**src/rtl/satatrn_rxdemux_if.sv**
```systemverilog
// satatrn_rxdemux_if: link-layer input stream plus data/register output streams and status pulses
interface satatrn_rxdemux_if;
  logic        i_valid;
  logic        o_ready;
  logic [31:0] i_data;
  logic        i_last;
  logic        o_data_valid;
  logic        i_data_ready;
  logic [31:0] o_data_data;
  logic        o_data_last;
  logic        o_reg_valid;
  logic        i_reg_ready;
  logic [31:0] o_reg_data;
  logic        o_reg_last;
  logic        o_rx_datafis;
  logic        o_err_empty;
  logic        o_reg_overflow;
  modport slave (
    input  i_valid, i_data, i_last, i_data_ready, i_reg_ready,
    output o_ready, o_data_valid, o_data_data, o_data_last,
           o_reg_valid, o_reg_data, o_reg_last,
           o_rx_datafis, o_err_empty, o_reg_overflow
  );
  modport master (
    output i_valid, i_data, i_last, i_data_ready, i_reg_ready,
    input  o_ready, o_data_valid, o_data_data, o_data_last,
           o_reg_valid, o_reg_data, o_reg_last,
           o_rx_datafis, o_err_empty, o_reg_overflow
  );
endinterface

```
**src/rtl/satatrn_rxdemux.sv**
```systemverilog
// satatrn_rxdemux: steers received FIS words to a DATA payload port or a truncated register-FIS port
module satatrn_rxdemux #(
  parameter int MAXREG       = 7,
  parameter bit OPT_LOWPOWER = 1'b0
) (
  input logic              i_phy_clk,
  input logic              i_phy_reset_n,
  satatrn_rxdemux_if.slave bus
);
  typedef enum logic [1:0] {IDLE, DATA, REG, DROP} state_t;
  localparam logic [3:0] CLAST = 4'(MAXREG - 1);
  state_t state, state_nx;
  logic [3:0] count;
  logic accept, is_dhdr, at_max, load_d, load_r, ovf_nx, dfis_nx;
  // state register
  always_ff @(posedge i_phy_clk or negedge i_phy_reset_n)
    if (!i_phy_reset_n) state <= IDLE;
    else state <= state_nx;
  // next-state: every accepted last word returns to IDLE; the MAXREG-th word without last diverts to DROP
  always_comb begin
    state_nx = state;
    if (accept)
      case (state)
        IDLE:    state_nx = bus.i_last ? IDLE : is_dhdr ? DATA : REG;
        DATA:    state_nx = bus.i_last ? IDLE : DATA;
        REG:     state_nx = bus.i_last ? IDLE : at_max ? DROP : REG;
        default: state_nx = bus.i_last ? IDLE : DROP;
      endcase
  end
  // handshake and routing decodes; IDLE/REG follow the reg port even for a DATA header
  always_comb begin
    bus.o_ready = state == DROP ? 1'b1 :
                  state == DATA ? (!bus.o_data_valid || bus.i_data_ready) :
                                  (!bus.o_reg_valid || bus.i_reg_ready);
    accept  = bus.i_valid && bus.o_ready;
    is_dhdr = bus.i_data[31:24] == 8'h46;
    at_max  = count == CLAST;
    load_d  = accept && state == DATA;
    load_r  = accept && ((state == IDLE && !is_dhdr) || state == REG);
    ovf_nx  = accept && state == REG && !bus.i_last && at_max;
    dfis_nx = accept && state == IDLE && is_dhdr;
  end
  // register-FIS word count; the header counts as word 1 and REG is left before it can exceed MAXREG
  always_ff @(posedge i_phy_clk or negedge i_phy_reset_n)
    if (!i_phy_reset_n) count <= '0;
    else if (load_r) count <= state == IDLE ? 4'd1 : count + 4'd1;
  // data port output stage
  always_ff @(posedge i_phy_clk or negedge i_phy_reset_n)
    if (!i_phy_reset_n) begin
      bus.o_data_valid <= 1'b0;
      bus.o_data_data  <= '0;
      bus.o_data_last  <= 1'b0;
    end else if (load_d) begin
      bus.o_data_valid <= 1'b1;
      bus.o_data_data  <= bus.i_data;
      bus.o_data_last  <= bus.i_last;
    end else if (bus.i_data_ready) begin
      bus.o_data_valid <= 1'b0;
      if (OPT_LOWPOWER) begin
        bus.o_data_data <= '0;
        bus.o_data_last <= 1'b0;
      end
    end
  // register port output stage; truncation forces last on the overflow word
  always_ff @(posedge i_phy_clk or negedge i_phy_reset_n)
    if (!i_phy_reset_n) begin
      bus.o_reg_valid <= 1'b0;
      bus.o_reg_data  <= '0;
      bus.o_reg_last  <= 1'b0;
    end else if (load_r) begin
      bus.o_reg_valid <= 1'b1;
      bus.o_reg_data  <= bus.i_data;
      bus.o_reg_last  <= bus.i_last || ovf_nx;
    end else if (bus.i_reg_ready) begin
      bus.o_reg_valid <= 1'b0;
      if (OPT_LOWPOWER) begin
        bus.o_reg_data <= '0;
        bus.o_reg_last <= 1'b0;
      end
    end
  // one-cycle status pulses
  always_ff @(posedge i_phy_clk or negedge i_phy_reset_n)
    if (!i_phy_reset_n) begin
      bus.o_rx_datafis   <= 1'b0;
      bus.o_err_empty    <= 1'b0;
      bus.o_reg_overflow <= 1'b0;
    end else begin
      bus.o_rx_datafis   <= dfis_nx;
      bus.o_err_empty    <= dfis_nx && bus.i_last;
      bus.o_reg_overflow <= ovf_nx;
    end
endmodule

```
**src/flat_wrapper.sv**
```systemverilog
// flat-port wrapper written by rule: the top's interface ports become plain ports
module satatrn_rxdemux_flat 
#(
  parameter int MAXREG       = 7,
  parameter bit OPT_LOWPOWER = 1'b0
)
  (i_phy_clk, i_phy_reset_n, bus_i_valid, bus_i_data, bus_i_last, bus_i_data_ready, bus_i_reg_ready, bus_o_ready, bus_o_data_valid, bus_o_data_data, bus_o_data_last, bus_o_reg_valid, bus_o_reg_data, bus_o_reg_last, bus_o_rx_datafis, bus_o_err_empty, bus_o_reg_overflow);
  satatrn_rxdemux_if bus_i ();
  input logic i_phy_clk;
  input logic i_phy_reset_n;
  input wire logic [$bits(bus_i.i_valid)-1:0] bus_i_valid;
  input wire logic [$bits(bus_i.i_data)-1:0] bus_i_data;
  input wire logic [$bits(bus_i.i_last)-1:0] bus_i_last;
  input wire logic [$bits(bus_i.i_data_ready)-1:0] bus_i_data_ready;
  input wire logic [$bits(bus_i.i_reg_ready)-1:0] bus_i_reg_ready;
  output wire logic [$bits(bus_i.o_ready)-1:0] bus_o_ready;
  output wire logic [$bits(bus_i.o_data_valid)-1:0] bus_o_data_valid;
  output wire logic [$bits(bus_i.o_data_data)-1:0] bus_o_data_data;
  output wire logic [$bits(bus_i.o_data_last)-1:0] bus_o_data_last;
  output wire logic [$bits(bus_i.o_reg_valid)-1:0] bus_o_reg_valid;
  output wire logic [$bits(bus_i.o_reg_data)-1:0] bus_o_reg_data;
  output wire logic [$bits(bus_i.o_reg_last)-1:0] bus_o_reg_last;
  output wire logic [$bits(bus_i.o_rx_datafis)-1:0] bus_o_rx_datafis;
  output wire logic [$bits(bus_i.o_err_empty)-1:0] bus_o_err_empty;
  output wire logic [$bits(bus_i.o_reg_overflow)-1:0] bus_o_reg_overflow;
  assign bus_i.i_valid = bus_i_valid;
  assign bus_i.i_data = bus_i_data;
  assign bus_i.i_last = bus_i_last;
  assign bus_i.i_data_ready = bus_i_data_ready;
  assign bus_i.i_reg_ready = bus_i_reg_ready;
  assign bus_o_ready = bus_i.o_ready;
  assign bus_o_data_valid = bus_i.o_data_valid;
  assign bus_o_data_data = bus_i.o_data_data;
  assign bus_o_data_last = bus_i.o_data_last;
  assign bus_o_reg_valid = bus_i.o_reg_valid;
  assign bus_o_reg_data = bus_i.o_reg_data;
  assign bus_o_reg_last = bus_i.o_reg_last;
  assign bus_o_rx_datafis = bus_i.o_rx_datafis;
  assign bus_o_err_empty = bus_i.o_err_empty;
  assign bus_o_reg_overflow = bus_i.o_reg_overflow;
  satatrn_rxdemux #(.MAXREG(MAXREG), .OPT_LOWPOWER(OPT_LOWPOWER)) u_core (.i_phy_clk(i_phy_clk), .i_phy_reset_n(i_phy_reset_n), .bus(bus_i));
endmodule
```
**config.mk**
```make
export PLATFORM = sky130hd
export DESIGN_NAME = satatrn_rxdemux_flat
export DESIGN_NICKNAME = d
export VERILOG_FILES = /design/src/rtl/satatrn_rxdemux_if.sv /design/src/rtl/satatrn_rxdemux.sv /design/src/flat_wrapper.sv
export SDC_FILE = /design/constraint.sdc
export NUM_CORES = 1
export LEC_CHECK = 0
export ABC_CLOCK_PERIOD_IN_PS = 4550
export BUFFER_PORTS_ARGS = -buffer_cell sky130_fd_sc_hd__buf_2
export CAP_MARGIN = 20
export CORE_UTILIZATION = 40
export DETAILED_ROUTE_END_ITERATION = 10
export MAX_ROUTING_LAYER = met4
export PLACE_DENSITY = 0.7
export SYNTH_ARGS = -nofsm -noshare
export SYNTH_HDL_FRONTEND = slang
export SYNTH_SLANG_ARGS = --single-unit
```
**constraint.sdc**
```tcl
create_clock -name i_phy_clk -period 4.55 [get_ports i_phy_clk]
set_clock_uncertainty 0.2 [all_clocks]
set_input_delay 0.91 -clock i_phy_clk [delete_from_list [all_inputs] [get_ports i_phy_clk]]
set_output_delay 0.91 -clock i_phy_clk [all_outputs]
set_load 0.005 [all_outputs]
```
* After elaboration in Yosys (flattened, before gate mapping)
Cells that the tools add are included.
** Storage, ports and cells
- Logic and storage cells :: 52
- Bits in registers :: 77
- Memories :: 0
- Latch bits :: 0
- Memory bits (writable) :: 0
- Output and inout port bits :: 72
- Bits in read-only memories :: 0
- Bits of input ports :: 38
** Operators by class
- $mul :: 0
- Shift operators :: 0
- Equal/unequal tests :: 5
- Div/mod/pow operators :: 0
- Order comparisons :: 0
- Add/subtract/negate cells :: 1
- Mux-type cells :: 14
- Bitwise gates (word level) :: 0
- Reductions and logical operators :: 21
** Operator list (count)
- $logic_and 1x1->1 :: 10
- $eq 8x7->1 const B :: 1
- $mux 1 :: 8
- $mux 2 :: 4
- $pmux 2 s3 :: 1
- $add 4x1->4 const B :: 1
- $eq 2x2->1 const B :: 2
- $eq 4x3->1 const B :: 1
- $logic_not 1->1 :: 4
- $logic_or 1x1->1 :: 4
- $mux 4 :: 1
- $reduce_bool 2->1 :: 2
- $eq 2x1->1 const B :: 1
- $logic_not 2->1 :: 1

* Depth between registers and ports, before layout
Gate-level depths: netlist (run 1).
- Word-level depth :: 9
- Depth in mapped cells :: 6
- Mapped depth without buffers :: 6

* Least setup slack after synthesis (run 1)
No wires, ideal clock.
- Path type :: input-to-reg
- Start :: in bus_i_data[29]
- End :: reg u_core.bus.o_reg_data[10] in the netlist's numbering
- Setup slack :: 2.171 ns
- Setup time :: 0.125 ns
- Stages :: 6
- Path buffers :: 2
- Arrival time :: 2.054 ns
- Required time :: 4.225 ns
- Cell sequence :: nor4b_2 -> nand2_1 -> o21a_1 -> buf_6 -> buf_12 -> mux2_4
** On the way
- Cells in the longest elaborated chain, start to end :: 5
** Ends and longest elaborated chain
- from (decl) :: RTL line flat_wrapper.sv:12 : input wire logic [$bits(bus_i.i_data)-1:0] bus_i_data;
- $eq 8x7->1 :: RTL line satatrn_rxdemux.sv:36 : is_dhdr = bus.i_data[31:24] == 8'h46;
- $logic_not 1->1 :: RTL line satatrn_rxdemux.sv:39 : load_r = accept && ((state == IDLE && !is_dhdr) || state == REG);
- $logic_and 1x1->1 :: RTL line satatrn_rxdemux.sv:39
- $logic_or 1x1->1 :: RTL line satatrn_rxdemux.sv:39
- $logic_and 1x1->1 :: RTL line satatrn_rxdemux.sv:39
- to (signal assigned) :: RTL line satatrn_rxdemux.sv:72 : bus.o_reg_data <= bus.i_data;
- to (decl) :: RTL line satatrn_rxdemux_if.sv:21 : o_reg_valid, o_reg_data, o_reg_last,
Every way passes these cells.
A chain may end at the register's enable or synchronous reset.

* Worst setup path after layout (run 1)
- Start :: in bus_i_data[25]
- End :: reg u_core.bus.o_reg_data[4] in the netlist's numbering
The elaborated chain is that of the path after synthesis.

==> summary.txt, run 1 <==
Synthesis
  – Synth Area in Adders: 0.795%
  – Synth top area cells: dfrtp_1, mux2_2, mux2_4
  – Post-synthesis compound-gate area fraction: 1.71%
  – Post-synthesis mux area share: 27.6%
  – Post-Syn Area per Cell: 16.1 um^2
  – Main combinational cell family by area after synthesis: multiplexers
  – Synthesized area: 0.00315 mm^2
  – Synth Register Bits: 77
  – Xor and xnor area share after synthesis: 0.556%
  – Warnings, synthesis: 0
  – Seq/Total Area, Yosys: 61.2%
  – Post-synth EDFFs: 0
  – Post-Syn Instances: 195
  – Area leader, netlist: dfrtp_1
  – Synth Flop Type: dfrtp_1
  – Simple-gate portion of the synthesized area: 5.01%
  – Synth cell types: 29
  – Ys async rst share: 100%
  – Syn Nets: 235
  – Share of the synthesized area in the top cell type: 61.2%

Critical path
  – Worst path top cell family by delay: compound AO/OA/AOI/OAI gates
  – Reg2Reg Setup Slack: 2.04 ns
  – CP max stage delay: 0.65 ns
  – Worst setup EP type: register
  – CP max FO: 23
  – CP Buf/Inv Count: 2
  – Worst-path cell chain: buf_2, and4bb_2, nand2_1, o21a_2, buf_4, mux2_2
  – Startpoint Class: input port
  – Critical Path AT: 2.79 ns
  – WS Path Type: in -> reg
  – Req. time, crit path: 4.57 ns
  – Slowest-stage cell, CP: o21a_2

Timing
  – Minimum clock period: 2.77 ns
  – Worst-margin pin slew: 0.980 ns
  – Unrepaired setup endpoints after global routing: false
  – Count of final hold-check violations: 0
  – Slew margin rel.: 34.5%
  – Final setup viols: 0
  – Period utilization: 60.9%
  – Fmax: 0.361 GHz
  – Slew Limit Fails: 0
  – Final hold slack: 0.304 ns
  – Final TNS setup: 0 ns

Route
  – Initial DRC count: 35
  – DR WL/cell: 14.6 um
  – Drt pass-1 iters: 4
  – Routed Antenna Nets: 0
  – Vias: 1933
  – Routed WL: 6.00 mm
  – Via density: 4.69
  – DRC: 0

CTS
  – Clock net sink count: 77
  – Hold buffers post-CTS: 0
  – Post-CTS Setup Repair Bufs: 0
  – Post-cts gate resize count: 0
  – Root Driver: clkbuf_8
  – Bufs on Longest Clock Path: 2
  – CTS buffer count: 9
  – H-Tree Level Count: 3
  – TritonCTS clock tree: yes
  – Worst-Skew Late Latency: 0.33 ns
  – Reg clk slew, reported paths: 0.08 ns

Final layout
  – Post-route cell area: 0.00394 mm^2
  – Antenna Cells: 0
  – Fraction of layout cells with a size suffix above 1: 62.9%
  – Core Util, Final: 52.9%
  – # nets final: 348
  – Area delta synth->final: 25.1%
  – Fill count: 644

Job
  – Max_cap viols: 0

Global routing
  – First-pass GRT wire length: 10.2 mm
  – Vias in the first global route: 2071
  – GR Overflow Total: 0
  – Global-route usage over all layers: 16.0%
  – Initial antenna violation count: 0
  – Largest net degree at the start of global routing: 78

Floorplanning
  – Die H: 90.7 um
  – Die X: 90.7 um
  – Core area: 0.00745 mm^2
  – Site row count: 31
  – Die footprint: 0.00823 mm^2
  – Initial Utilization: 42.3%
  – # IOs: 110

Placement
  – Post-DP HPWL: 4.19 mm
  – IO buf count: 109
  – GP Congestion: 0.797
  – Placed inst area: 0.00375 mm^2

Worst hold path
  – Hold WC Path Type: reg -> reg

Power
  – VDD IR max: 0.192 mV
  – Tot Pwr: 1790 uW
  – Leakage: 0.00209 uW
  – Pwr Density: 455 mW/mm^2

Status
  – Status: finished clean
power by group:
part           leakage [uW]  switching (uW)  internal, uW  total, uW
logic               0.00101             152           244        396
clock network     0.0000923             244           253        497
registers          0.000985            79.4           818        898
worst register-to-register path, stage by stage (launching register included):
cell and delay, ns:
dfrtp_1 0.44, nand2b_1 0.22, nor2_1 0.11, o21a_2 0.66, buf_4 0.40, mux2_2 0.37
path summary, 6_finish.rpt:
kind | startpoint | endpoint | cells past startpoint
max | bus_i_data[25] | u_core.bus.o_reg_data[4] | 6
max in group asynchronous | i_phy_reset_n | u_core.bus.o_reg_data[0] | 1
max reg2reg | u_core.state[0] | u_core.bus.o_reg_data[4] | 5
min reg2reg | u_core.bus.o_data_data[17] | u_core.bus.o_data_data[17] | 1
min in group asynchronous | i_phy_reset_n | u_core.bus.o_data_data[30] | 1
min | u_core.bus.o_data_data[17] | u_core.bus.o_data_data[17] | 1
synth_stat cells (2+ instances only):
library cell	n
buf_2	3
nand3_1	3
ha_1	2
o21a_1	2
mux2_4	28
dfrtp_1	77
nand2b_1	4
buf_12	3
nor2_1	8
xnor2_1	2
inv_1	2
o21ai_0	2
nor4_1	2
nand2_1	4
mux2_2	39
kinds of logic after synthesis:
| kind of cell | Yosys count |
|---|---|
| flops | 77 |
| mux | 68 |
| simple gates | 28 |
| buf+inv | 10 |
| compound gates | 8 |
| xor+xnor | 2 |
| fa+ha+maj | 2 |
sequential cells by signal, summed over array words and instances, names as in the netlist, 2 cells and up:
register                flops
u_core.bus.o_data_data     32
u_core.bus.o_reg_data      32
u_core.count                4
u_core.state                2
metal layers:
metal | GRT usage [%] | vias up | share of wire [%]
met2 | 24.1 | 70 | 46
met5 | - | - | 0
li1 | - | 902 | -
met1 | 21.1 | 950 | 48
met4 | 7.66 | 0 | 2.1
met3 | 2.69 | 11 | 4.6
final cells by class:
type	count	area, um^2	share of cell area [%]
sequential	77	1930	48.9
clock inverter	6	63.8	1.62
inverter	2	7.51	0.191
multi-input combinational	108	1130	28.8
tap	99	124	3.15
timing repair buffer	110	556	14.1
clock buffer	10	128	3.24
per-stage QoR:
step	worst slack, ns	cells
floorplan	2.17	195
global placement	1.47	396
detailed placement	1.39	396
CTS	1.77	412
global route	1.66	412
finish	1.78	412
placed cells by master, fill, tap and decap left out, drive strengths merged, types with 2 or more instances in the layout:
cell type / synthesis / layout
o21a: 2 / 2
clkbuf: 1 / 10
inv: 2 / 2
clkinvlp: 0 / 2
dfrtp: 77 / 77
nand3: 3 / 3
nand2b: 4 / 4
nor2: 8 / 8
o21ai: 2 / 2
clkinv: 0 / 3
nor4: 2 / 2
buf: 7 / 110
xnor2: 2 / 2
nand2: 4 / 4
mux2: 67 / 67
ha: 2 / 2
Power figures use the tool's default switching activity.
==> inputs of run 2 (changes only) <==
--- a/config.mk
+++ b/config.mk
@@ -5,13 +5,14 @@
 export SDC_FILE = /design/constraint.sdc
 export NUM_CORES = 1
 export LEC_CHECK = 0
-export ABC_CLOCK_PERIOD_IN_PS = 4550
+export ABC_AREA = 1
+export ABC_CLOCK_PERIOD_IN_PS = 2400
 export BUFFER_PORTS_ARGS = -buffer_cell sky130_fd_sc_hd__buf_2
 export CAP_MARGIN = 20
 export CORE_UTILIZATION = 40
 export DETAILED_ROUTE_END_ITERATION = 10
 export MAX_ROUTING_LAYER = met4
-export PLACE_DENSITY = 0.7
+export PLACE_DENSITY = 0.72
 export SYNTH_ARGS = -nofsm -noshare
 export SYNTH_HDL_FRONTEND = slang
 export SYNTH_SLANG_ARGS = --single-unit
==> constraint.sdc (replaced) <==
create_clock -name i_phy_clk -period 2.4 [get_ports i_phy_clk]
set_clock_uncertainty 0.2 [all_clocks]
set_input_delay 0.48 -clock i_phy_clk [delete_from_list [all_inputs] [get_ports i_phy_clk]]
set_output_delay 0.48 -clock i_phy_clk [all_outputs]
set_load 0.005 [all_outputs]
==> summary.txt, run 2 <==
CTS
  – H-Tree Level Count: 3 (unchanged)
  – TritonCTS clock tree: yes
  – CTS buffer count: 9 (unchanged)
  – Worst-Skew Late Latency: 0.34 ns (about the same)
  – Clock net sink count: 77 (unchanged)
  – Hold buffers post-CTS: 1 (+1)
  – Reg clk slew, reported paths: 0.08 ns (about the same)
  – Bufs on Longest Clock Path: 2 (unchanged)
  – Root Driver: clkbuf_8
  – Post-CTS Setup Repair Bufs: 0 (unchanged)
  – Post-cts gate resize count: 0 (unchanged)

Power
  – Leakage: 0.00240 uW (+15%)
  – VDD IR max: 0.395 mV (+110%)
  – Pwr Density: 897 mW/mm^2 (+97%)

Synthesis
  – Post-synth EDFFs: 0 (unchanged)
  – Warnings, synthesis: 0 (unchanged)
  – Synth cell types: 21 (-28%)
  – Post-Syn Area per Cell: 8.63 um^2 (-47%)
  – Post-Syn Instances: 376 (+93%)
  – Most common cell in the netlist: nand2_1
  – Seq/Total Area, Yosys: 59.4% (-1.8 points)
  – Synth Flop Type: dfrtp_1
  – Ys async rst share: 100% (unchanged)
  – Synthesized area: 0.00324 mm^2 (+3.1%)
  – Synth Register Bits: 77 (unchanged)
  – Top post-synthesis cells by count: nand2_1, dfrtp_1, nand3_1, inv_1, nor2_1
  – Syn Nets: 416 (+77%)
  – Synth top area cells: dfrtp_1, nand2_1, nand3_1
  – Area leader, netlist: dfrtp_1
  – Share of the synthesized area in the top cell type: 59.4% (-1.8 points)

Placement
  – IO buf count: 109 (unchanged)
  – Post-DP HPWL: 5.26 mm (+26%)
  – GP Congestion: 0.763 (-4.3%)

Job
  – Max_cap viols: 0 (unchanged)

Critical path
  – Worst setup EP type: register
  – Most common cell on crit path: nand2_1
  – WS Path Type: reg -> reg
  – Worst-path cell chain: nor2_1, nand2_1, nand2_2, nand3_1, nand2_1
  – CP max stage delay: 0.53 ns (-0.12 ns)
  – CP max FO: 36 (+57%)
  – Critical Path AT: 2.06 ns (-0.73 ns)
  – Startpoint Class: register
  – Req. time, crit path: 2.47 ns (-2.10 ns)
  – Slowest-stage cell, CP: nand2_2

Route
  – Routed Antenna Nets: 0 (unchanged)
  – DR WL/cell: 13.0 um (-11%)
  – Via density: 4.77 (+1.7%)
  – Drt pass-1 iters: 4 (unchanged)
  – Routed WL: 7.65 mm (+27%)
  – Initial DRC count: 103 (+190%)
  – Vias: 2801 (+45%)
  – DRC: 0 (unchanged)

Final layout
  – Largest regs: u_core.bus.o_data_data (32), u_core.bus.o_reg_data (32), u_core.count (4)
  – Area delta synth->final: 25.4%
  – # nets final: 522 (+50%)
  – Antenna Cells: 0 (unchanged)
  – Leading cell type in the layout, fill and taps excluded: nand2_1
  – Fraction of layout cells with a size suffix above 1: 28.0% (-35 points)
  – Most frequent cells in the layout: nand2_1, buf_2, dfrtp_1
  – Fill count: 768 (+19%)

Timing
  – Unrepaired setup endpoints after global routing: false
  – Slew Limit Fails: 0 (unchanged)
  – Count of final hold-check violations: 0 (unchanged)
  – Worst-margin pin slew: 0.677 ns (-0.303 ns)
  – Slew margin rel.: 54.7% (+20 points)
  – Final hold slack: 0.182 ns (-0.122 ns)
  – Final TNS setup: 0 ns (unchanged)
  – Fmax: 0.502 GHz
  – Minimum clock period: 1.99 ns
  – Period utilization: 82.9%
  – Final setup viols: 0 (unchanged)

Global routing
  – Initial antenna violation count: 0 (unchanged)
  – Global-route usage over all layers: 19.6% (+3.6 points)
  – First-pass GRT wire length: 12.6 mm (+24%)
  – Largest net degree at the start of global routing: 43 (-45%)
  – Vias in the first global route: 2677 (+29%)
  – GR Overflow Total: 0 (unchanged)

Status
  – Status: finished clean

Floorplanning
  – Die footprint: 0.00848 mm^2 (+3.0%)
  – Site row count: 32 (+3.2%)
  – Die X: 92.1 um (+1.5%)
  – # IOs: 110 (unchanged)
  – Initial Utilization: 41.8% (-0.50 points)
  – Core area: 0.00777 mm^2 (+4.3%)
  – Die H: 92.1 um (+1.5%)

Worst hold path
  – Hold WC Path Type: in -> reg
-- run 2: cell types whose count changed in the layout (fill, tap and decap cells not counted), sizes merged, moves of 2 or more --
cell and delta:
nand2 +155, mux2 -67, nand3 +67, inv +17, nor2 +6, buf +5
nand2b -4, o21ai +4, a21oi +3, clkinv -2, o21a -2, xnor2 -2
-- run 2: critical path, delay by kind of cell, from the launching register on --
family | cells | cell delay [ns]
flip-flops | 1 | 0.44
AND/OR/NAND/NOR | 5 | 1.28
-- run 2: worst paths after layout --
| check | start | end | slack [ns] | cells past startpoint |
|---|---|---|---|---|
| max | u_core.state[0] | u_core.bus.o_reg_data[24] | 0.41 | 5 |
| min | bus_i_data[6] | u_core.bus.o_reg_data[6] | 0.18 | 3 |
| max reg2reg | u_core.state[0] | u_core.bus.o_reg_data[24] | 0.41 | 5 |
| min reg2reg | u_core.bus.o_data_data[17] | u_core.bus.o_data_data[17] | 0.27 | 2 |
| max in group asynchronous | i_phy_reset_n | u_core.bus.o_reg_data[3] | 0.94 | 3 |
| min in group asynchronous | i_phy_reset_n | u_core.bus.o_reg_data[28] | 0.48 | 2 |
-- run 2: per-layer routing --
layer	GRT usage, %	vias up	part of all wire [%]
li1	-	1395	-
met1	24.0	1315	44
met2	31.8	88	50
met3	4.48	3	5.2
met4	7.16	0	0.38
met5	-	-	0
-- run 2: cell families after synthesis --
group / share of synthesized area, %
and+or+nand+nor: 32.0
adders and majority gates: 0.771
AOI/OAI and AO/OA: 1.54
buffers and inverters: 6.29
DFF: 59.4
-- run 2: layout make-up --
cell class	count	area [um^2]	share of cell area, %
clock buffers	10	138	3.38
clock inverters	4	50.0	1.23
inverters	19	71.3	1.75
multi-input cells	259	1110	27.4
flip-flops and latches	77	1930	47.4
well taps	102	128	3.14
repair buffers	116	641	15.7
-- run 2: report_power, final --
group          internal [uW]  total, uW  switching, uW  leakage [uW]
logic                    396        907            511       0.00130
registers               1610       1790            186       0.00101
clock network            496        947            451     0.0000902
-- run 2: through the flow --
stage	utilization, %	setup WS [ns]	area [um^2]	total power (uW)	instances
2_1_floorplan	-	0.828	3240	2280	376
3_3_place_gp	49.8	0.295	3870	2710	572
3_5_place_dp	49.8	0.263	3870	2740	572
4_1_cts	52.4	0.391	4070	3690	587
5_1_grt	52.4	0.183	4070	3910	587
6_report	52.4	0.409	4070	3650	587
==> inputs of run 3 (changes only) <==
--- a/config.mk
+++ b/config.mk
@@ -6,7 +6,7 @@
 export NUM_CORES = 1
 export LEC_CHECK = 0
 export ABC_AREA = 1
-export ABC_CLOCK_PERIOD_IN_PS = 2400
+export ABC_CLOCK_PERIOD_IN_PS = 1700
 export BUFFER_PORTS_ARGS = -buffer_cell sky130_fd_sc_hd__buf_2
 export CAP_MARGIN = 20
 export CORE_UTILIZATION = 40
==> constraint.sdc (replaced) <==
create_clock -name i_phy_clk -period 1.7 [get_ports i_phy_clk]
set_clock_uncertainty 0.2 [all_clocks]
set_input_delay 0.34 -clock i_phy_clk [delete_from_list [all_inputs] [get_ports i_phy_clk]]
set_output_delay 0.34 -clock i_phy_clk [all_outputs]
set_load 0.005 [all_outputs]
==> summary.txt, run 3 (synthesis gave the netlist of run 2 again) <==
Final layout
  – Most frequent cells in the layout: nand2_1, buf_2, dfrtp_1
  – Area delta synth->final: 32.4%
  – # nets final: 538 (+3.1%)
  – Non-Filler Instances: 605 (+3.1%)
  – Post-route cell area: 0.00429 mm^2 (+5.6%)
  – Largest regs: u_core.bus.o_data_data (32), u_core.bus.o_reg_data (32), u_core.count (4)
  – Leading cell type in the layout, fill and taps excluded: nand2_1
  – Fraction of layout cells with a size suffix above 1: 32.0% (+4.0 points)
  – Antenna Cells: 0 (unchanged)
  – Fill count: 729 (-5.1%)

Global routing
  – First-pass GRT wire length: 13.3 mm (+4.9%)
  – Largest net degree at the start of global routing: 34 (-21%)
  – Global-route usage over all layers: 20.8% (+1.1 points)
  – Initial antenna violation count: 0 (unchanged)
  – Vias in the first global route: 2752 (+2.8%)
  – GR Overflow Total: 0 (unchanged)

Timing
  – Period utilization: 100%
  – Worst-margin pin slew: 0.364 ns (-0.313 ns)
  – Fmax: 0.585 GHz
  – Slew Limit Fails: 0 (unchanged)
  – Slew margin rel.: 75.7% (+21 points)
  – Final TNS setup: -0.00838 ns (-0.00838 ns)
  – Count of final hold-check violations: 0 (unchanged)
  – Minimum clock period: 1.71 ns
  – Final setup viols: 1 (+1)
  – Final Worst Setup Slack: -0.00838 ns (-0.418 ns)
  – Unrepaired setup endpoints after global routing: true

Floorplanning
  – Die H: 92.1 um (unchanged)
  – Initial Utilization: 41.8% (unchanged)
  – Die footprint: 0.00848 mm^2 (unchanged)
  – # IOs: 110 (unchanged)
  – Die X: 92.1 um (unchanged)
  – Core area: 0.00777 mm^2 (unchanged)
  – Site row count: 32 (unchanged)

Route
  – DR WL/cell: 13.6 um (+4.7%)
  – Routed Antenna Nets: 0 (unchanged)
  – Via density: 4.88 (+2.2%)
  – Routed WL: 8.25 mm (+7.9%)
  – DRC: 0 (unchanged)
  – Initial DRC count: 162 (+57%)
  – Drt pass-1 iters: 5 (+1)
  – Vias: 2950 (+5.3%)

Power
  – Gate power share: 26.8% (+1.9 points)
  – Flop pwr share: 47.4% (-1.8 points)
  – Pwr Density: 1250 mW/mm^2 (+39%)
  – Switching part of the total: 32.0% (+0.52 points)
  – Leakage: 0.00252 uW (+5.0%)
  – Tot Pwr: 5360 uW (+47%)
  – Int Pwr: 3640 uW (+46%)
  – VDD IR max: 0.484 mV (+22%)
  – Sw Pwr: 1720 uW (+49%)
  – Clock power frac: 25.8% (-0.2 points)

CTS
  – H-Tree Level Count: 3 (unchanged)
  – Clock net sink count: 77 (unchanged)
  – CTS buffer count: 9 (unchanged)
  – Root Driver: clkbuf_8
  – Reg clk slew, reported paths: 0.08 ns (about the same)
  – Bufs on Longest Clock Path: 2 (unchanged)
  – Worst-Skew Late Latency: 0.35 ns (about the same)
  – TritonCTS clock tree: yes

Critical path
  – WS Path Type: reg -> out
  – Req. time, crit path: 1.16 ns (-1.31 ns)
  – CP max FO: 2 (-94%)
  – Startpoint Class: register
  – Worst setup EP type: output port
  – Reg2Reg Depth: 9 (+4)
  – Critical Path AT: 1.17 ns (-0.89 ns)

Job
  – Max_cap viols: 0 (unchanged)

Status
  – Status: finished, violations left
  – Failing checks: negative setup slack

Worst hold path
  – Worst Hold Depth: 3 (unchanged)
  – Hold WC Path Type: in -> reg

Placement
  – GP Congestion: 0.841 (+10%)
  – Placed inst area: 0.00399 mm^2 (+3.0%)
  – Placed cell count: 584 (+2.1%)
  – IO buf count: 109 (unchanged)
  – Post-DP HPWL: 5.78 mm (+9.9%)
## run 3: cell types whose count changed in the layout (fill, tap and decap cells not counted), moves of 2 or more
cell      previous run  this run
clkbuf_1             0         2
buf_12               3         6
buf_8                0         2
nand2_1            158       155
nand2_2              1         3
nor2_2               1         4
buf_4                4        14
nor2_1              13         9
## run 3: critical path: stages (launching register included)
cell	delay [ns]
dfrtp_1	0.40
inv_2	0.08
nand2_2	0.06
nor2_2	0.10
nor2_1	0.05
buf_2	0.12
## run 3: final cells by class
| type | count | area [um^2] | area share, % |
|---|---|---|---|
| sequential | 77 | 1930 | 44.9 |
| inverter | 19 | 73.8 | 1.72 |
| multi-input combinational | 259 | 1140 | 26.6 |
| clock inverter | 4 | 47.5 | 1.11 |
| timing repair buffer | 132 | 831 | 19.3 |
| tap | 102 | 128 | 2.97 |
| clock buffer | 12 | 145 | 3.38 |
## run 3: path summary, 6_finish.rpt
kind                                            from                         end  slack, ns
min                                    bus_i_data[1]   u_core.bus.o_data_data[1]       0.03
min reg2reg                u_core.bus.o_data_data[9]   u_core.bus.o_data_data[9]       0.27
max in group asynchronous              i_phy_reset_n  u_core.bus.o_data_data[16]       0.58
min in group asynchronous              i_phy_reset_n   u_core.bus.o_reg_overflow       0.25
max reg2reg                          u_core.state[0]       u_core.bus.o_reg_last       0.06
max                                  u_core.state[1]                 bus_o_ready     -0.008
## run 3: repair_timing
item                                   in CTS  in global routing
pin swaps                                   3                  3
setup endpoints to repair                   1                 75
gates resized for setup                     2                 17
buffers inserted                            2                  1
hold buffers                                1                  0
cloned                                      0                  1
endpoints found under the hold margin      50                  0
## run 3: metrics by stage
stage	worst slack, ns	hold WS (ns)	util [%]
finish	-0.00838	0.0293	55.3
global route	-0.0679	0.0263	55.3
CTS	-0.0292	0.0196	54.2
detailed placement	0.0477	0.0771	51.3
global placement	0.0525	0.0750	51.3
floorplan	0.142	-0.156	-
## run 3: metal layers
metal  GRT usage, %  vias to the layer above  routed length (um)  share of wire [%]
met5              -                        -                   0                  0
met4           9.24                        0                 142                1.7
met3           3.40                       10                 426                5.2
met2           33.0                       98                4150                 50
met1           26.2                     1410                3530                 43
li1               -                     1432                   -                  -
## run 3: power by group through the flow
stage / Sequential (uW) / Clock [uW] / Combinational (uW)
after floorplan: 2580 / 0 / 628
after global placement: 2560 / 0 / 1360
after detailed placement: 2570 / 0 / 1410
after CTS: 2540 / 1410 / 1430
after global routing: 2590 / 1500 / 1620
final: 2540 / 1380 / 1440
